[config.mk]
export PLATFORM = sky130hd
export DESIGN_NAME = alu_shift_unit
export DESIGN_NICKNAME = d
export VERILOG_FILES = /design/src/rtl/alu_shift_unit.sv
export SDC_FILE = /design/constraint.sdc
export NUM_CORES = 1
export LEC_CHECK = 0
export ABC_AREA = 1
export BUFFER_PORTS_ARGS = -buffer_cell sky130_fd_sc_hd__buf_2
export CAP_MARGIN = 40
export CORE_MARGIN = 5
export CORE_UTILIZATION = 45
export CTS_CLUSTER_SIZE = 14
export DETAILED_ROUTE_END_ITERATION = 12
export PLACE_DENSITY = 0.67
export SLEW_MARGIN = 20
export SYNTH_ARGS = -nofsm -noshare
export SYNTH_HDL_FRONTEND = slang
export SYNTH_SLANG_ARGS = --single-unit
[constraint.sdc]
create_clock -name clk_i -period 2.7 [get_ports clk_i]
set_input_delay 0 -clock clk_i [delete_from_list [all_inputs] [get_ports clk_i]]
set_output_delay 0 -clock clk_i [all_outputs]
set_load 0.05 [all_outputs]
[src/rtl/alu_shift_unit.sv]
// Iterative shifter feeding the ALU B operand for LSL/LSR.
// It shifts the operand STEP bit positions per clock, and a small IDLE/SHIFT/DONE FSM sequences the shift.
module alu_shift_unit #(
  parameter int WIDTH   = 32,
  parameter int SHAMT_W = 5,
  parameter int STEP    = 1
) (
  input  logic               clk_i,
  input  logic               reset_i,
  input  logic               start_i,
  input  logic               dir_i,
  input  logic               arith_i,
  input  logic [WIDTH-1:0]   data_in_i,
  input  logic [SHAMT_W-1:0] shamt_i,
  output logic               busy_o,
  output logic               done_o,
  output logic [WIDTH-1:0]   result_o
);

  typedef enum logic [1:0] {IDLE, SHIFT, DONE} state_t;

  localparam logic [SHAMT_W-1:0] STEP_AMT = SHAMT_W'(STEP);

  state_t             state_q;
  logic [WIDTH-1:0]   work_q;
  logic [WIDTH-1:0]   work_d;
  logic [WIDTH-1:0]   result_q;
  logic [SHAMT_W-1:0] remaining_q;
  logic [SHAMT_W-1:0] remaining_d;
  logic               dir_q;
  logic               arith_q;
  logic               sign_q;
  logic               fill;

  // Each iteration moves the operand by one bit, but only while bits remain to be shifted.
  // The final cycle therefore shifts by min(STEP, remaining).
  always_comb begin
    fill   = arith_q & sign_q;
    work_d = work_q;
    for (int i = 0; i < STEP; i++) begin
      if (SHAMT_W'(i) < remaining_q) begin
        if (dir_q) work_d = {fill, work_d[WIDTH-1:1]};
        else       work_d = {work_d[WIDTH-2:0], 1'b0};
      end
    end
    remaining_d = (remaining_q < STEP_AMT) ? '0 : remaining_q - STEP_AMT;
  end

  always_ff @(posedge clk_i) begin
    if (reset_i) begin
      state_q     <= IDLE;
      work_q      <= '0;
      result_q    <= '0;
      remaining_q <= '0;
      dir_q       <= 1'b0;
      arith_q     <= 1'b0;
      sign_q      <= 1'b0;
    end else begin
      case (state_q)
        // DONE accepts a new request exactly like IDLE, so ops can run back-to-back.
        IDLE, DONE: begin
          if (start_i) begin
            work_q      <= data_in_i;
            remaining_q <= shamt_i;
            dir_q       <= dir_i;
            arith_q     <= arith_i;
            sign_q      <= data_in_i[WIDTH-1];
            if (shamt_i == '0) begin
              result_q <= data_in_i;
              state_q  <= DONE;
            end else begin
              state_q  <= SHIFT;
            end
          end else begin
            state_q <= IDLE;
          end
        end
        SHIFT: begin
          work_q      <= work_d;
          remaining_q <= remaining_d;
          if (remaining_d == '0) begin
            result_q <= work_d;
            state_q  <= DONE;
          end
        end
        default: state_q <= IDLE;
      endcase
    end
  end

  assign busy_o   = (state_q == SHIFT);
  assign done_o   = (state_q == DONE);
  assign result_o = result_q;

endmodule

After elaboration in Yosys (flattened, before gate mapping)
Cells that the tools add are included.
Word-level totals
  bits of input ports: 42
  word-level logic and storage cells: 39
  register bits after elaboration: 74
  output and inout port bits: 34
Operators by class
  add/subtract/negate cells: 1
  bitwise logic cells: 1
  equal/unequal tests: 5
  order comparisons: 2
  mux-type cells: 15
  reductions and logical operators: 8
Operators by type and width (number)
  32-bit two-way mux: 6
  32-bit one-hot mux with 2 select lines: 2
  5-bit zero test: 2
  5-bit two-way mux: 2
  5-bit one-hot mux with 2 select lines: 1
  2-bit two-way mux: 3
  1-bit by 5-bit less-than comparator with 1-bit output, first input constant: 1
  5-bit by 1-bit less-than comparator with 1-bit output, second input constant: 1
  5-bit by 1-bit subtractor with 5-bit output, second input constant: 1
  2-bit inequality test, second input constant: 2
  2-bit one-hot mux with 2 select lines: 1
  2-bit AND reduction: 2
  4-bit AND reduction: 1
  2-bit by 1-bit equality test with 1-bit output, second input constant: 1
  2-bit equality test, second input constant: 1
  2-bit zero test: 1
  2-bit by 1-bit inequality test with 1-bit output, second input constant: 1
  2-bit nonzero test: 1
  2-bit OR reduction: 1
  1-bit AND: 1

Logic depth before layout (Yosys ltp)
  depth in word-level cells: 5
  gate-level depth with buffers: 13
  gate-level depth less buffers: 11

Worst setup path before layout
No wires, ideal clock.
  path type: register -> register
  start point: register remaining_q[0]
  end point: register result_q[0], in the netlist result_o[0]
  data arrival time: 1.819 ns
  stages on the path, launching flop included: 12
  setup time: 0.113 ns
  buffers on the path: 2
  setup slack: 0.768 ns
  period minus slack after synthesis: 1.932 ns
  data required time: 2.587 ns
  cell sequence: dfxtp_1 > clkinv_1 > clkbuf_1 > ha_1 > inv_1 > o21ai_0 > nand3_2 > nand2_4 > nand3_4 > buf_2 > nor2_1 > nor2_1
Between the ends
  cells in the longest elaborated chain, start to end: 5
  elaborated cells on any way between the ends: 10
  those cells by class: add/sub (1); order compare (2); eq/ne (1); mux (4); reduce/logical (2)
Ends and longest elaborated chain
  start, declared: RTL line 28  | logic [SHAMT_W-1:0] remaining_q;
  start signal, assigned: RTL line 64  | remaining_q <= shamt_i;
  start signal, assigned: RTL line 80  | remaining_q <= remaining_d;
  5-bit by 1-bit subtractor with 5-bit output / 5-bit by 1-bit less-than comparator with 1-bit output (equally long branches): RTL line 46  | remaining_d = (remaining_q < STEP_AMT) ? '0 : remaining_q - STEP_AMT;
  5-bit two-way mux: RTL line 46
  5-bit zero test: RTL line 81  | if (remaining_d == '0) begin
  2-bit by 1-bit inequality test with 1-bit output (no source line)
  4-bit AND reduction (no source line)
  end signal, assigned: RTL line 69  | result_q <= data_in_i;
  end signal, assigned: RTL line 82  | result_q <= work_d;
  end, declared: RTL line 27  | logic [WIDTH-1:0] result_q;
Several ways; a longest one is shown, not always the timed one. The select of a mux whose other input is x is not followed.
A chain may end at the register's enable or synchronous reset.

Worst setup path in the final report
  start point: register remaining_q[1]
  end point: register result_q[9], in the netlist result_o[9]
The elaborated chain is that of the path after synthesis.

==> results.cfg <==
[outcome]
status = completed

[logic_synthesis]
syn-cell-area_sq_um = 4250
ys.flop_type = dfxtp_1
synth_nets = 736
synth_top_area_share_pct = 34.8
synthDistinctLibCells = 29
yosysSeqAreaShare_pct = 34.8
yosys_warnings = 0
postSynthCellCount = 693
synth_top_area_cell = dfxtp_1
synth.most_common_cell = nand2_1
synth_area_leaders = dfxtp_1 35%, nand2_1 19%, inv_1 9.7%
synth_edf_count = 0
synth_common_cells = 219 x nand2_1, 110 x inv_1, 78 x nor2_1
avgSynthCellArea_sq_um = 6.14
async_flop_share_pct = 0
synth-seq-cells = 74

[floorplanning]
die_x_um = 107
placementRows = 35
initial_utilization_pct = 46.0
coreArea_sq_um = 9240
io_pins = 76
dieArea_sq_um = 11500
dieHeight_um = 107

[cts]
cts_setup_buffers = 0
htreeDepth = 3
hold_buffers = 14
cts_buffer_depth = 2
path_clk_slew_ps = 80
clkLatencyLatePin_ps = 350
cts.repair.resized = 0
cts_sinks = 74
cts_made_buffers = 9
cts-root-buf = clkbuf_8
cts_tree = done

[finish]
drive_gt1_share_pct = 17.0
finalNonFillerCells = 895
fin_area_sq_um = 5020
syn_to_final_growth_pct = 17.9
antennaDiodeCount = 0
final_nets = 806

[pwr]
power_leakage_uw = 0.00270
ir_worst_vdd_mv = 0.470
powerDensity_nw_per_um2 = 1060

[worst_setup_path]
crit_fanout = 35
crit_type = reg -> reg
arrival_ps = 2420
critPathRequiredTime_ps = 2980
regToRegEndpoint = result_o[9]$_SDFFE_PP0P_
r2r_start = remaining_q[1]$_SDFFE_PP0P_
reg2regPathDepth = 11
cp-end-kind = flip-flop
r2r_slack_ps = 560
start_kind = flip-flop

[placement]
dp.cells = 867
place_area_sq_um = 4720
hpwlAfterDp_mm = 7.11
gp_congestion = 0.827
io_buffers = 75

[detailed_routing]
route.detailed.drc = 0
detailroute.via_count = 4283
wl_mm = 10.7
drt_first_pass_iters = 4
wl_per_cell_um = 11.9
drt_first_iter_violations = 181
vias_per_cell = 4.79
ant_nets = 0

[sta]
worstMarginPinSlew_ps = 656
finalHoldViolations = 0
final-setup-viol-count = 0
grt_setup_unrepaired = no
fmax_mhz = 468
drv_slew = 0
slew_headroom_pct = 56.2
min_period_ps = 2140
period_share_pct = 79.2
finClkSkew_ps = 8.85
finalSetupTns_ps = 0
hold-worst-slack_ps = 13.2

[min_path]
hold_end = work_q[7]$_SDFFE_PP0P_
whs_path_depth = 5
hp-class = in -> reg
hold_start = data_in_i[7]

[global_route]
antenna_found_initial = 0
grt_pass1_vias = 4155
grt.overflow.total = 0
grt_pass1_wl_mm = 18.6
grtUsageTotal_pct = 19.5
grt_max_degree = 65

[run]
drv_cap = 0
==> routing by layer <==
metal / wire (um) / track usage [%] / up-vias
li1: - / - / 2283
met3: 375 / 2.77 / 16
met1: 5240 / 25.0 / 1902
met4: 184 / 6.48 / 0
met5: 0 / 0 / -
met2: 4880 / 33.4 / 82
==> registers in the layout, summed over array words and instances (netlist names) <==
name         cells
state_q          2
work_q          32
remaining_q      5
dir_q            1
arith_q          1
sign_q           1
result_o        32
==> cell type report <==
cell class,instances,area [sq um]
clock buffer,11,141
tap,129,161
multi-input combinational,460,2150
fill,960,4220
inverter,116,435
timing repair buffer,102,626
sequential,74,1480
clock inverter,3,17.5
==> critical path: stages, from the launching register on <==
cell and delay (ps):
dfxtp_1 400, inv_1 60, ha_1 260, inv_1 50, o21ai_0 200, nand3_2 130
nand2_4 110, nand3_4 260, buf_4 360, nand2_1 100, nand2_1 50, nor2_1 90
==> layout by cell type, fill, tap and decap left out, drive strengths merged, types with 14 or more instances in the layout <==
master,count
buf,88
dfxtp,74
dlygate4sd3,14
inv,114
nand2,221
nand3,26
nand4,18
nor2,80
o211ai,42
o21ai,42
or2,16
==> power breakdown <==
group          total (uW)  internal [uW]  switching [uW]
clock network         752            346             406
logic                2930            857            2070
registers            1630           1430             203
total                5310           2630            2680
==> stage by stage <==
stage / power [uW] / util, % / setup WS, ps
2_1_floorplan: 3960 / - / 768
3_3_place_gp: 4520 / 51.0 / 645
3_5_place_dp: 4570 / 51.0 / 576
4_1_cts: 5350 / 54.3 / 539
5_1_grt: 5800 / 54.3 / 290
6_report: 5310 / 54.3 / 562
==> how the worst max path moves through the flow <==
stage          cells past startpoint                        end  slack (ps)                        start
6_report                          11   result_o[9]$_SDFFE_PP0P_         560  remaining_q[1]$_SDFFE_PP0P_
5_1_grt                           11  result_o[28]$_SDFFE_PP0P_         290  remaining_q[0]$_SDFFE_PP0P_
4_1_cts                           11   result_o[9]$_SDFFE_PP0P_         540  remaining_q[1]$_SDFFE_PP0P_
3_5_place_dp                      11   result_o[9]$_SDFFE_PP0P_         580  remaining_q[1]$_SDFFE_PP0P_
3_3_place_gp                      10  result_o[28]$_SDFFE_PP0P_         650  remaining_q[1]$_SDFFE_PP0P_
2_1_floorplan                     11   result_o[0]$_SDFFE_PP0P_         770  remaining_q[0]$_SDFFE_PP0P_
==> logic make-up (layout without fill, tap and decap cells) <==
logic type	after synthesis	in the layout	share of synthesized area (%)
buffers and inverters	159	232	14.6
DFF	74	74	34.8
xor gates and xnor gates	2	2	0.412
AOI/OAI and AO/OA	96	96	14.0
and+or+nand+nor	361	361	35.9
adders and majority gates	1	1	0.294
Note: power is estimated with default switching activity, not from simulation.
